<file path="src/rtl/add_32.sv">
// rtl/add_32.sv - registered 32-bit carry-lookahead adder; ADD32_PIPE2_EN selects a two-stage pipeline
//
// Build option:
//   ADD32_PIPE2_EN undefined : single register stage, latency 1.
//   ADD32_PIPE2_EN defined   : low half and the bit-15 carry are registered first,
//                              the upper half is resolved in the second stage, latency 2.
//
// The adder is eight 4-bit carry-lookahead groups linked by their group carries.
// Groups 0..3 form the low half and groups 4..7 the high half, so the pipelined
// build only has to cut the chain at the group 3 -> group 4 carry.

// One 4-bit carry-lookahead group: every internal carry is formed directly from
// the group carry-in and the generate/propagate terms, with no ripple inside the group.
module add_32_cla4 (
  input  logic [3:0] a,
  input  logic [3:0] b,
  input  logic       ci,
  output logic [3:0] s,
  output logic       co
);

  logic [3:0] g;
  logic [3:0] p;
  logic [4:0] c;

  assign g = a & b;
  assign p = a ^ b;

  assign c[0] = ci;
  assign c[1] = g[0]
              | (p[0] & ci);
  assign c[2] = g[1]
              | (p[1] & g[0])
              | (p[1] & p[0] & ci);
  assign c[3] = g[2]
              | (p[2] & g[1])
              | (p[2] & p[1] & g[0])
              | (p[2] & p[1] & p[0] & ci);
  assign c[4] = g[3]
              | (p[3] & g[2])
              | (p[3] & p[2] & g[1])
              | (p[3] & p[2] & p[1] & g[0])
              | (p[3] & p[2] & p[1] & p[0] & ci);

  assign s  = p ^ c[3:0];
  assign co = c[4];

endmodule

module add_32 #(
  parameter int               WIDTH     = 32,
  parameter logic [WIDTH-1:0] RESET_SUM = '0
) (
  input  logic             clk,
  input  logic             rst,
  input  logic [WIDTH-1:0] a,
  input  logic [WIDTH-1:0] b,
  input  logic             cin,
  input  logic             in_valid,
  output logic [WIDTH-1:0] sum,
  output logic             cout,
  output logic             ovf,
  output logic             zero,
  output logic             out_valid
);

  // Low half: groups 0..3, always fed straight from the operand ports.
  logic [4:0]  c_lo;
  logic [15:0] sum_lo_comb;

  assign c_lo[0] = cin;

  genvar gi;
  generate
    for (gi = 0; gi < 4; gi++) begin : g_lo
      add_32_cla4 u_grp (
        .a  (a[4*gi+3:4*gi]),
        .b  (b[4*gi+3:4*gi]),
        .ci (c_lo[gi]),
        .s  (sum_lo_comb[4*gi+3:4*gi]),
        .co (c_lo[gi+1])
      );
    end
  endgenerate

  // Signals seen by the high half and the output register. They come either
  // directly from the ports or from the first pipeline stage.
  logic [15:0] hi_a;
  logic [15:0] hi_b;
  logic        hi_cin;
  logic [15:0] fin_sum_lo;
  logic        fin_valid;

`ifdef ADD32_PIPE2_EN
  logic        s1_valid;
  logic [15:0] s1_sum_lo;
  logic        s1_c16;
  logic [15:0] s1_a_hi;
  logic [15:0] s1_b_hi;

  // Stage 1: capture the finished low half, its carry and the untouched upper operands.
  always_ff @(posedge clk) begin
    if (rst) begin
      s1_valid <= 1'b0;
    end else begin
      s1_valid <= in_valid;
      if (in_valid) begin
        s1_sum_lo <= sum_lo_comb;
        s1_c16    <= c_lo[4];
        s1_a_hi   <= a[31:16];
        s1_b_hi   <= b[31:16];
      end
    end
  end

  assign hi_a       = s1_a_hi;
  assign hi_b       = s1_b_hi;
  assign hi_cin     = s1_c16;
  assign fin_sum_lo = s1_sum_lo;
  assign fin_valid  = s1_valid;
`else
  assign hi_a       = a[31:16];
  assign hi_b       = b[31:16];
  assign hi_cin     = c_lo[4];
  assign fin_sum_lo = sum_lo_comb;
  assign fin_valid  = in_valid;
`endif

  // High half: groups 4..7, chained from the bit-15 carry.
  logic [4:0]  c_hi;
  logic [15:0] sum_hi_comb;

  assign c_hi[0] = hi_cin;

  generate
    for (gi = 0; gi < 4; gi++) begin : g_hi
      add_32_cla4 u_grp (
        .a  (hi_a[4*gi+3:4*gi]),
        .b  (hi_b[4*gi+3:4*gi]),
        .ci (c_hi[gi]),
        .s  (sum_hi_comb[4*gi+3:4*gi]),
        .co (c_hi[gi+1])
      );
    end
  endgenerate

  logic [WIDTH-1:0] sum_next;
  logic             ovf_next;

  assign sum_next = {sum_hi_comb, fin_sum_lo};
  // Like-signed operands giving an opposite-signed result; cin is already folded into sum_next.
  assign ovf_next = (hi_a[15] == hi_b[15]) && (sum_next[31] != hi_a[15]);

  // Output register: results update only on valid cycles and hold otherwise.
  always_ff @(posedge clk) begin
    if (rst) begin
      sum       <= RESET_SUM;
      cout      <= 1'b0;
      ovf       <= 1'b0;
      zero      <= (RESET_SUM == '0);
      out_valid <= 1'b0;
    end else begin
      out_valid <= fin_valid;
      if (fin_valid) begin
        sum  <= sum_next;
        cout <= c_hi[4];
        ovf  <= ovf_next;
        zero <= ~|sum_next;
      end
    end
  end

endmodule

</file>
<file path="config.mk">
export PLATFORM = sky130hd
export DESIGN_NAME = add_32
export DESIGN_NICKNAME = d
export VERILOG_FILES = /design/src/rtl/add_32.sv
export SDC_FILE = /design/constraint.sdc
export NUM_CORES = 1
export LEC_CHECK = 0
export ABC_AREA = 1
export CAP_MARGIN = 20
export CORE_ASPECT_RATIO = 0.9
export CORE_MARGIN = 4
export CORE_UTILIZATION = 46
export DETAILED_ROUTE_END_ITERATION = 16
export PLACE_DENSITY = 0.85
export SYNTH_ARGS = -nofsm -noshare
export SYNTH_HDL_FRONTEND = slang
export SYNTH_SLANG_ARGS = --single-unit
</file>
<file path="constraint.sdc">
create_clock -name clk -period 5.26 [get_ports clk]
set_clock_uncertainty 0.1 [all_clocks]
set_input_delay 1.052 -clock clk [delete_from_list [all_inputs] [get_ports clk]]
set_output_delay 1.052 -clock clk [all_outputs]
set_load 0.01 [all_outputs]
</file>
==> flow_results.org, run 1 <==
** Timing
- Final worst path period share :: 89.5%
- Final hold viol count :: 0
- Setup violations remaining at the end of the flow were counted as 0.
- Based on the critical path, the design can be clocked at up to 212 MHz.
- Final critical-path setup slack :: 553 ps
- Final TNS setup :: 0 ps
- Unrepaired setup endpoints after global routing :: no
- For the pin with the worst max-slew slack, the measured transition is 823 ps.
- Max transition margin :: between 40 and 50%
- Total count of max-transition violations in the final report :: 0
- Minimum period implied by the final worst setup slack :: roughly 4700 ps
- Hold Worst Slack :: 379 ps

** Synth
- Ranked by total cell area, the synthesized netlist is headed by sky130_fd_sc_hd__dfxtp_1 (25%), sky130_fd_sc_hd__ha_1 (14%), sky130_fd_sc_hd__nor2_1 (11%).
- Most area-hungry cell type in the Yosys netlist :: sky130_fd_sc_hd__dfxtp_1
- Syn Area/Cell :: 6.89 um2
- Among all flip-flop cells after synthesis, the most frequent one is sky130_fd_sc_hd__dfxtp_1.
- Ys async rst share :: 0%
- The top cell type by area accounts for 24.7% of the synthesized area.
- Number of warnings reported in the yosys synthesis log :: 0
- Number of enable-type register cells in the synthesized netlist :: 0
- After synthesis the netlist holds a flip-flop and latch count of 36.
- Portion of the post-synthesis area used by sequential elements :: between 20% and 30%
- Number of distinct library cells after synthesis :: 28
- The number of nets in the synthesized netlist is between 500 and 600.
- Post-synthesis instance total :: 423
- Top cell types by occurrence after synthesis :: sky130_fd_sc_hd__nor2_1 (87), sky130_fd_sc_hd__nand2_1 (70), sky130_fd_sc_hd__inv_1 (59), sky130_fd_sc_hd__dfxtp_1 (36), sky130_fd_sc_hd__ha_1 (32)
- Count leader, synth :: sky130_fd_sc_hd__nor2_1
- Post-Syn Area :: 0.00291 mm2

** Power
- Sw power :: 0.000317 W
- P_int :: slightly below 0.0006 W
- The clock network burns roughly a quarter of the power.
- Switching Share :: 35.3%
- Across the VDD grid, the largest voltage drop is between 0.1 and 0.15 mV.
- Power Total :: between 0.0009 and 0.001 W
- Combinational Power Share :: 41.2%
- Static leakage :: 2.09 nW
- Total power density per cell area :: 218 mW/mm2
- Part of the total power dissipated in sequential elements :: 34.9%

** Setup path
- On the critical path, the stage with the largest delay is an instance of sky130_fd_sc_hd__fa_1.
- In this design, the stage delay of the slowest critical-path cell is 460 ps.
- Arrival @ worst endpoint :: 4840 ps
- Kind of end point of the critical path :: flop
- Worst-path maximum fanout :: 4
- Among cell families on the critical path, the largest total delay comes from simple AND/OR/NAND/NOR gates.
- Startpoint kind of the worst setup timing path :: input pin
- Data on the critical path is required at its endpoint by 5390 ps.
- Counting stages on the worst path, the most repeated cell is sky130_fd_sc_hd__nand2_4.
- Counting both buffers and inverters, the worst setup path holds a total of 1.
- By startpoint and endpoint, the worst setup path is classified as in -> reg.

** Die
- Number of primary I/O pins :: 104
- Cell Rows :: 27
- For this configuration, the core starts out at a cell density of 47.4%.
- The die covers 0.00767 mm2.
- The core region is 0.00615 mm2.
- From left edge to right edge, the die measures 91.9 um.
- The die is about 84 um tall.

** Final layout
- Registers take 721 um2.
- In the final layout, the multi-input gates occupy 0.00194 mm2.
- Fraction of final layout cells sized beyond drive strength 1 :: 7.05%
- The number of antenna diodes in the final layout is 0.
- Counting the fill cells in the layout gives 543.
- At the end of the flow, the number of nets in the layout was 632.
- The count of cells in the finished layout, fillers not included, comes to 612.
- The area growth from synthesis to layout is 41.6%.

** CTS
- Number of CTS-inserted buffers :: 5
- The clock reaches the later pin of the worst-skew pair after between 200 and 300 ps.
- Counting every sink on the clock net gives 36.
- Hold repair after CTS inserted 0 buffers.
- The clock tree synthesis step divided the H-tree into 2 levels.
- CTS Root Buffer Type :: sky130_fd_sc_hd__clkbuf_8
- Post-CTS repair changed the size of 0 cells.
- In this run the post-CTS setup repair buffer count came out at 0.
- Max Buffers Root-to-Sink :: 2
- Clock transition time at the flip-flop clock pins of the worst setup and hold paths :: 90 ps
- CTS tree :: yes

** Place
- Last weighted congestion value of the routability-driven placer :: 0.867
- Worst slack at placement :: 220 ps
- Half-perimeter wire length after placement :: 6440 um
- During placement, the flow inserted port buffers numbering 103.
- The number of placed instances, taps included, is 604.

** Run status
- Result of the run :: completed

** Route
- Post-route DRC violation count :: 0
- In the final routed layout, each cell accounts on average for roughly 13 um.
- In this run, the number of DRC markers left after iteration 0 of detailed routing was 164.
- In this run the remaining antenna-violating nets after routing total 0.
- In the routed layout, each cell is associated on average with a via count of about 5.
- The first detailed-routing pass ran for 6 iterations.
- The detailed router placed 3015 vias in this run.
- Routed wire length :: 7900 um

** GRT
- Global routing finished with a remaining overflow of 0.
- GRT Util Overall :: about a fifth
- Global-route wire length before repair :: 13000 um
- Entering global routing, the biggest net connects between 40 and 50 pins.
- Number of global-route vias before repair :: 2973
- Initial antenna violation count :: 0

** Min path
- Type of the most critical hold path :: reg -> reg

** Flow run
- Count of max-cap constraint violations :: 0
-- placed cells by master (no fill, tap or decap), drive strengths merged, types with 2 or more instances in the layout --
cell type and instances:
o21ai 26, clkbuf 6, nor2 87, ha 32
fa 8, dfxtp 36, nand3b 3, xnor2 2
clkdlybuf4s50 103, nand3 23, nand2 89, nor3 6
xor2 5, a21oi 21, o211ai 7, inv 61
nand4 3
-- power by group through the flow --
stage / registers [W] / clock network [W] / logic [W]
after global routing: 0.000317 / 0.000231 / 0.000410
after global placement: 0.000319 / 0 / 0.000359
after floorplan: 0.000329 / 0 / 0.000199
after CTS: 0.000314 / 0.000219 / 0.000370
after detailed placement: 0.000320 / 0 / 0.000368
final: 0.000314 / 0.000216 / 0.000371
-- registers in the layout, indices dropped and copies added, names as in the netlist --
signal	count
out_valid	1
cout	1
sum	32
ovf	1
zero	1
-- logic make-up after synthesis --
logic type | share of synthesized area [%]
AOI/OAI and AO/OA | 11.2
DFF | 24.7
buffers and inverters | 9.06
xor gates and xnor gates | 2.10
adders and majority gates | 19.2
and+or+nand+nor | 33.7
-- worst reg2reg max path: stages (launching register included) --
cell and delay (ps):
sky130_fd_sc_hd__dfxtp_1 340, sky130_fd_sc_hd__nor2_1 100, sky130_fd_sc_hd__nor2_1 40, sky130_fd_sc_hd__o21ai_0 120, sky130_fd_sc_hd__inv_1 80
-- routing by layer --
| metal | track usage, % | up-vias | part of all wire, % | routed length, um |
|---|---|---|---|---|
| li1 | - | 1547 | - | - |
| met1 | 25.3 | 1344 | 44 | 3470 |
| met2 | 35.0 | 107 | 48 | 3760 |
| met3 | 4.51 | 17 | 6.6 | 519 |
| met4 | 6.48 | 0 | 1.9 | 154 |
| met5 | 0 | - | 0 | 0 |
-- stage by stage --
step                      util, %  instance area [um2]
after global routing         67.1                 4130
after floorplan                 -                 2910
after global placement       65.4                 4020
final                        67.1                 4130
after CTS                    67.0                 4120
after detailed placement     65.4                 4020
-- worst paths after layout --
check	startpoint	end	slack (ps)	depth (start not counted)
min	ovf$_SDFFE_PP0P_	ovf$_SDFFE_PP0P_	380	2
min reg2reg	ovf$_SDFFE_PP0P_	ovf$_SDFFE_PP0P_	380	2
max	a[1]	zero$_SDFFE_PP1P_	550	36
max reg2reg	sum[13]$_SDFFE_PP0P_	sum[13]$_SDFFE_PP0P_	4370	4
-- final cells by class --
cell class / instances / share of cell area [%]
clock buffer: 6 / 2.00
multi-input combinational: 317 / 47.0
sequential: 36 / 17.5
inverter: 60 / 5.46
timing repair buffer: 104 / 25.2
clock inverter: 2 / 0.333
tap: 87 / 2.64
Note: power is estimated with default switching activity, not from simulation.
==> run 2: changes to the inputs <==
- CAP_MARGIN: 20 -> 30
- CORE_MARGIN: 4 -> unset
- HOLD_SLACK_MARGIN: unset -> 0.12
==> flow_results.org, run 2 (synthesis results as in run 1) <==
** Route
- Average vias per placed instance :: 5.08 (+3.0%)
- Top metal layer carrying routed signals :: met4
- The wire length per cell is 12.7 um (-1.3%).
- Met3 WL post-DR :: 567 um (+9.2%)
- Iteration-0 DRC Markers :: 197 (+20%)
- Number of vias after detailed routing :: 3111 (+3.2%)
- Met1 Wirelength :: 3320 um (-4.2%)
- Post-route DRC violation count :: 0 (unchanged)
- Antenna Violating Nets Remaining :: 0 (unchanged)
- Total iterations of the first detailed-routing run :: 5 (-1)
- The total length of routed met2 wires came to 3820 um (+1.7%).
- The wire length reported by the detailed router was 7810 um (-1.1%).

** CTS
- Clock insertion delay at the later pin of the skew report :: 290 ps (about the same)
- Number of levels the H-tree was split into :: 2 (unchanged)
- Clock transition time at the flip-flop clock pins of the worst setup and hold paths :: 80 ps (about the same)
- Number of CTS-inserted buffers :: 5 (unchanged)
- CTS sink count :: 36 (unchanged)
- The deepest clock path buffer count was 2 (unchanged).
- The post-CTS repair timing setup buffer count came to 0 (unchanged).
- The number of gates resized after cts was 0 (unchanged).
- CTS Root Buffer Type :: sky130_fd_sc_hd__clkbuf_8
- CTS tree :: yes
- The number of buffers inserted for hold repair after clock tree synthesis was 0 (unchanged).

** Final layout
- Fraction of final layout cells sized beyond drive strength 1 :: 6.65% (-0.39 points)
- The flip-flop count of the largest register after layout came to 32 (unchanged).
- The number of filler cells placed in the layout is 519 (-4.4%).
- The register with the most flip-flops in the final layout is sum.
- Leading cell type in the layout, fill and taps excluded :: sky130_fd_sc_hd__clkdlybuf4s50_1
- The number of standard cells in the final layout excluding fillers is 613 (+0.16%).
- NumNets Final :: 633 (+0.16%)
- Growth of design area from synthesis to finish :: 42.1%
- Count of inserted antenna diode cells :: 0 (unchanged)
- Leaving out fill and tap cells, the most frequent cells in the layout are sky130_fd_sc_hd__clkdlybuf4s50_1 (103), sky130_fd_sc_hd__nor2_1 (87), sky130_fd_sc_hd__nand2_1 (70).

** Die
- The number of top-level design ports was 104 (unchanged).
- The area of the die was 0.00666 mm2 (-13%).
- The starting density of the core was 47.7% (+0.26 points).
- Die X-Extent :: 85.9 um (-6.5%)
- Core ar. :: 0.00611 mm2 (-0.55%)
- Die Span Y :: 77.5 um (-7.2%)
- Cell Rows :: 27 (unchanged)

** GRT
- The total global routing overflow is 0 (unchanged).
- Largest net degree at the start of global routing :: 45 (unchanged)
- The global-route wire length before repair came to 13200 um (+1.2%).
- Number of global-route vias before repair :: 2982 (+0.30%)
- Initial antenna violation count :: 0 (unchanged)
- GRT Util Overall :: 24.5% (+4.1 points)

** Power
- Sw power :: 0.000321 W (+1.2%)
- Static leakage :: 2.09 nW (+0.39%)
- The worst ir drop on vdd is 0.144 mV (+8.8%).
- The clock group share of total power came to 26.8% (+2.8 points).
- The internal cell power came to 0.000616 W (+5.7%).
- Part of the total power dissipated in sequential elements :: 33.4% (-1.5 points)
- Total power density per cell area :: 226 mW/mm2 (+3.7%)
- Switching Share :: 34.3% (-0.99 points)
- The relative contribution of combinational cells to total power is 39.7% (-1.5 points).

** Place
- Number of I/O port buffers :: 103 (unchanged)
- The placed instance count came to 605 (+0.17%).
- Last weighted congestion value of the routability-driven placer :: 0.896 (+3.3%)
- Half-perimeter wire length after placement :: 6160 um (-4.3%)

** Setup path
- Worst stage delay on the critical path :: 420 ps (-40 ps)
- The largest individual stage delay along the critical path comes from the cell sky130_fd_sc_hd__clkdlybuf4s50_1.
- Arrival @ worst endpoint :: 4940 ps (+100 ps)
- Crit Path Category :: in -> reg
- Most frequent cell on the critical path :: sky130_fd_sc_hd__nor2_1
- STA classifies the critical path endpoint as a flop.
- The number of cells traversed by the worst register-to-register path came to 4 (unchanged).
- FF-to-FF End :: sum[18]$_SDFFE_PP0P_
- STA classifies the critical path startpoint as an input pin.
- Reg-to-reg startpoint :: sum[18]$_SDFFE_PP0P_
- The largest fanout on the critical path was 4 (unchanged).
- The worst path required time was 5400 ps (about the same).
- The slack of the worst reg-to-reg path is 4430 ps (+60 ps).

** Min path
- Hold path cells :: 2 (unchanged)
- Hold path start :: ovf$_SDFFE_PP0P_
- Worst Hold Endpoint :: ovf$_SDFFE_PP0P_
- The tightest min-delay check is of the reg -> reg type.

** Timing
- Setup repair after global routing left no endpoint under its margin.
- The total count of hold-check failures in the final report came to 0 (unchanged).
- The minimum period implied by the final worst setup slack was 4800 ps (+94.2 ps).
- The final period utilization came to 91.3% (+1.8 points).
- Slew at the pin closest to its max-slew limit :: 572 ps (-251 ps)
- The max-slew violation count is 0 (unchanged).
- The maximum frequency from static timing analysis is 208 MHz (-2.0%).
- Setup violators final :: 0 (unchanged)
- The tightest slew margin relative to the limit was 61.8% (+17 points).
- The accumulated negative setup slack was 0 ps (unchanged).

** Flow run
- The number of max-cap violations came to 0 (unchanged).

** Run status
- The run finished with clean final reports.
-- run 2: how the worst max path moves through the flow --
stage,startpoint,endpoint,depth (start not counted)
3_5_place_dp,a[1],zero$_SDFFE_PP1P_,36
6_report,a[13],zero$_SDFFE_PP1P_,32
3_3_place_gp,a[1],zero$_SDFFE_PP1P_,36
2_1_floorplan,a[1],zero$_SDFFE_PP1P_,35
4_1_cts,a[1],zero$_SDFFE_PP1P_,36
5_1_grt,a[13],zero$_SDFFE_PP1P_,32
-- run 2: power groups by stage --
stage	registers [W]	clock network (W)	logic [W]
finish	0.000313	0.000252	0.000372
global route	0.000316	0.000265	0.000415
CTS	0.000313	0.000252	0.000371
detailed placement	0.000319	0	0.000367
global placement	0.000319	0	0.000358
floorplan	0.000329	0	0.000199
-- run 2: worst max-delay path: cells and delay by family --
kind	cells	cell delay (ps)
AO/OA/AOI/OAI	1	210
adder cells (fa/ha/maj)	2	750
buffers and inverters	1	420
AND/OR/NAND/NOR	28	2490
-- run 2: final cells by class --
cell class | count | area, um2 | share of cell area [%]
inverters | 60 | 225 | 5.44
clock buffers | 5 | 68.8 | 1.66
flip-flops and latches | 36 | 721 | 17.4
repair buffers | 105 | 1050 | 25.3
clock inverters | 3 | 42.5 | 1.03
well taps | 87 | 109 | 2.63
multi-input cells | 317 | 1930 | 46.6
-- run 2: layer usage --
layer,up-vias,GRT usage (%)
met1,1410,30.5
met5,-,0
met4,0,7.00
li1,1550,-
met2,138,42.7
met3,13,4.57
-- run 2: stage by stage --
stage          total power [W]  setup WS (ps)  utilization (%)  hold WS [ps]  cell area [um2]
2_1_floorplan         0.000528           1010                -           388             2910
3_3_place_gp          0.000677            380             65.9           355             4030
3_5_place_dp          0.000687            154             65.9           366             4030
4_1_cts               0.000936            461             67.7           378             4140
5_1_grt               0.000996           81.8             67.7           404             4140
6_report              0.000937            459             67.7           378             4140
==> RTL change 1: new RTL, settings of run 1 <==
Add a define of `ADD32_PIPE2_EN`.
--- a/src/rtl/add_32.sv
+++ b/src/rtl/add_32.sv
@@ -11,6 +11,8 @@
 
 // One 4-bit carry-lookahead group: every internal carry is formed directly from
 // the group carry-in and the generate/propagate terms, with no ripple inside the group.
+`define ADD32_PIPE2_EN
+
 module add_32_cla4 (
   input  logic [3:0] a,
   input  logic [3:0] b,
Check against the original RTL: not equivalent (a bounded check fails within 4 cycles, from zero or initial values and one cycle with rst high).
==> RTL change 1 against run 1 <==
Synthesized area is 48% higher; maximum frequency is 46% higher; worst setup slack better by 1.5 ns; sequential cell count is 50 higher; routed wire length is 18% higher; first-iteration DRC count is 53% lower; via count is 8.2% higher; power is 92% higher; core utilization is 4.5 points lower; critical path depth is 23 lower; cell area is 38% higher; clock power grew to 2.6 times the old value; largest cell class is now flip-flops and latches.
==> RTL change 1: results (changes against run 1) <==
INFO  metric detail_route.first_pass.iterations = 4 (-2)
INFO  metric multi_input_area_share = 0.326 (-0.144)
INFO  metric ys_top_cells_by_count = sky130_fd_sc_hd__nor2_1, sky130_fd_sc_hd__nand2_1, sky130_fd_sc_hd__edfxtp_1
INFO  metric power.share.combinational = 0.209 (-0.203)
INFO  metric fillerInstances = 705 (+30%)
INFO  metric grt_pass1_vias = 3285 (+10%)
INFO  metric detailedPlacementHpwl = 7.28 mm (+13%)
INFO  metric pin_count_of_the_biggest_net_entering_global_routing = 47 (+4.4%)
INFO  metric multi_input_comb_area = 0.00186 sq mm (-3.9%)
INFO  metric grt_pass1_wl = 15.0 mm (+15%)
INFO  metric drt-total-wl = 9.28 mm (+18%)
INFO  metric numPlacedInstances = 652 (+7.9%)
INFO  metric synth.top_cells.by_area = sky130_fd_sc_hd__edfxtp_1, sky130_fd_sc_hd__dfxtp_1, sky130_fd_sc_hd__ha_1
INFO  metric instances_no_fill = 668 (+9.2%)
INFO  metric synth_top_flop_cell = sky130_fd_sc_hd__edfxtp_1
INFO  metric p_leak = 2.46 nW (+18%)
INFO  metric layout.nonclk_buf_frac = 0.183 (-0.0685)
INFO  metric status = finished clean
INFO  metric synth_sequential_area_ratio = 0.515 (+0.267)
INFO  metric total_placed_instance_area = 0.00546 sq mm (+36%)
INFO  metric hold-worst-slack = 0.374 ns (-0.00467 ns)
INFO  metric non_clock_buffer_count = 105 (+0.96%)
INFO  metric rr_worst_depth = 19 (+15)
INFO  metric power-per-cell-area = 302 mW/mm^2 (+38%)
INFO  metric post_synth_xor_area_fraction = 0.0326 (+0.0116)
INFO  metric preCtsSetupSlack = 1.68 ns (+1.46 ns)
## RTL change 1: changes by cell type after synthesis, sizes merged, moves of 2 or more
cell and delta:
nor2 -19, xor2 +6, inv -12, clkinv +2
xnor2 +3, nand3 +4, nor3 -4, edfxtp +49
nand2 -19
## RTL change 1: layer usage
metal  vias up  GRT usage  share of wire
li1       1658          -              -
met1      1517      0.209           0.43
met2        84      0.302           0.50
met3         4     0.0545          0.066
met4         0     0.0345         0.0043
met5         -          0              0
## RTL change 1: how the worst max path moves through the flow
stage | from | end | slack (ns) | cells past startpoint
after floorplan | rst | fin_sum_lo[0] | 1.37 | 2
after global placement | a[1] | fin_sum_lo[13] | 1.72 | 13
after detailed placement | a[1] | fin_sum_lo[13] | 1.68 | 13
after CTS | a[1] | fin_sum_lo[13] | 2.04 | 13
after global routing | hi_b[7] | zero | 1.83 | 19
final | a[1] | fin_sum_lo[13] | 2.04 | 13
==> RTL change 2: new RTL, flow settings as in run 1 <==
Without the edit above. Put one more register stage on the output `sum`, with the module's reset. The value now appears one clock later. The other outputs are not delayed to match.
--- a/src/rtl/add_32.sv
+++ b/src/rtl/add_32.sv
@@ -63,6 +63,8 @@
   output logic             zero,
   output logic             out_valid
 );
+
+  logic [WIDTH-1:0] sum_s0;
 
   // Low half: groups 0..3, always fed straight from the operand ports.
   logic [4:0]  c_lo;
@@ -154,7 +156,7 @@
   // Output register: results update only on valid cycles and hold otherwise.
   always_ff @(posedge clk) begin
     if (rst) begin
-      sum       <= RESET_SUM;
+      sum_s0    <= RESET_SUM;
       cout      <= 1'b0;
       ovf       <= 1'b0;
       zero      <= (RESET_SUM == '0);
@@ -162,7 +164,7 @@
     end else begin
       out_valid <= fin_valid;
       if (fin_valid) begin
-        sum  <= sum_next;
+        sum_s0 <= sum_next;
         cout <= c_hi[4];
         ovf  <= ovf_next;
         zero <= ~|sum_next;
@@ -170,5 +172,13 @@
     end
   end
 
+  always_ff @(posedge clk) begin
+    if (rst) begin
+      sum <= '0;
+    end else begin
+      sum <= sum_s0;
+    end
+  end
+
 endmodule
 
Function: changed (Yosys sat finds a counterexample within 4 cycles, from zero or initial values and one cycle with rst high).
==> RTL change 2 against run 1 <==
Power up 55%; largest power group is now registers; combinational power up 4%; synthesized area is 24% higher; register-to-register slack better by 0.03 ns; sequential cell count is 32 higher; worst setup slack improved by 0.081 ns; non-clock buffer count grew 2; via count increased by 10%; cell area up 20%; critical path type unchanged; core utilization shrank 1.9 points; clock power up 98%; hold slack lost 0.058 ns; routed wire length up 11%.
==> RTL change 2: results (changes against run 1) <==
INFO  metric post_synth_xor_area_fraction = 0.0316 (+0.0105)
INFO  metric tritoncts.num_buffers = 9 (+4)
INFO  metric ys_top_cells_by_count = sky130_fd_sc_hd__inv_1, sky130_fd_sc_hd__nor2_1, sky130_fd_sc_hd__dfxtp_1
INFO  metric cp.depth = 34 (-5.6%)
INFO  metric synth.top_cells.by_area = sky130_fd_sc_hd__dfxtp_1, sky130_fd_sc_hd__ha_1, sky130_fd_sc_hd__inv_1
INFO  metric drive_gt1_frac = 0.0723 (+0.00181)
INFO  metric grt_pass1_wl = 14.0 mm (+7.8%)
INFO  metric grtUsageMet2 = 0.326 (-0.0244)
INFO  metric maxClockFrequency = 0.216 GHz (+1.8%)
INFO  metric final_nets = 684 (+8.2%)
INFO  metric yosysUniqueCellTypes = 29 (+3.6%)
INFO  metric detailedPlacementHpwl = 7.09 mm (+10%)
INFO  metric net_count_of_the_mapped_netlist = 578 (+8.9%)
INFO  metric post_drt_wl_per_cell = 12.9 um (+0.13%)
INFO  metric status = finished clean
INFO  metric multi_input_comb_area = 0.00186 sq mm (-4.0%)
INFO  metric global_routing_usage_on_met3 = 0.0548 (+0.00967)
INFO  metric synth-compound-area-share = 0.0784 (-0.0337)
INFO  metric pin_count_of_the_biggest_net_entering_global_routing = 37 (-18%)
INFO  metric peakVddDrop = 0.000129 V (-2.8%)
INFO  metric grt_usage = 0.190 (-0.0139)
INFO  metric timing_worst_slew_pin_value = 0.679 ns (-0.144 ns)
INFO  metric total_placed_instance_area = 0.00475 sq mm (+18%)
INFO  metric drt_initial_violations = 155 (-5.5%)
INFO  metric fillerInstances = 639 (+18%)
RTL change 2: changes by cell type after synthesis, moves of 4 or more:
cell	before	now
sky130_fd_sc_hd__o22ai_1	0	13
sky130_fd_sc_hd__inv_1	59	92
sky130_fd_sc_hd__dfxtp_1	36	68
sky130_fd_sc_hd__o21ai_0	24	10
sky130_fd_sc_hd__nor2_1	87	74
sky130_fd_sc_hd__o211ai_1	7	0
sky130_fd_sc_hd__nand2_1	70	66
RTL change 2: cell families after synthesis:
kind of cell	Yosys count
fa+ha+maj	40
simple gates	195
flops	68
buf+inv	103
xor+xnor	13
compound gates	51
RTL change 2: worst paths after layout:
check,startpoint,to
max reg2reg,sum_s0[24],sum_s0[24]
min,sum_s0[2],sum[2]
min reg2reg,sum_s0[2],sum[2]
max,a[3],zero
RTL change 2: where the power goes:
| group | internal, mW | total, mW | switching (mW) |
|---|---|---|---|
| sequential | 0.566 | 0.580 | 0.0142 |
| clock | 0.221 | 0.428 | 0.207 |
| combinational | 0.178 | 0.385 | 0.207 |
| total | 0.965 | 1.39 | 0.428 |
RTL change 2: layout make-up:
| cell class | instances | share of cell area |
|---|---|---|
| clock buffers | 9 | 0.0250 |
| clock inverters | 7 | 0.0154 |
| inverters | 92 | 0.0698 |
| multi-input cells | 299 | 0.376 |
| flip-flops and latches | 68 | 0.275 |
| well taps | 96 | 0.0243 |
| repair buffers | 106 | 0.214 |
RTL change 2: worst register-to-register path, stage by stage, from the launching register on:
cell	delay, ns
sky130_fd_sc_hd__dfxtp_1	0.33
sky130_fd_sc_hd__inv_1	0.04
sky130_fd_sc_hd__nor2_1	0.13
sky130_fd_sc_hd__nor2_1	0.07
sky130_fd_sc_hd__a21oi_1	0.13
RTL change 2: routing by layer:
metal | up-vias | part of all wire | wire length (um)
met2 | 121 | 0.49 | 4280
li1 | 1673 | - | -
met4 | 0 | 0.031 | 270
met5 | - | 0 | 0
met3 | 22 | 0.068 | 594
met1 | 1507 | 0.41 | 3600
RTL change 2: stage by stage:
stage	hold WS (ns)	std cells
after floorplan	0.297	470
after global placement	0.303	660
after detailed placement	0.308	661
after CTS	0.319	677
after global routing	0.331	677
final	0.321	677
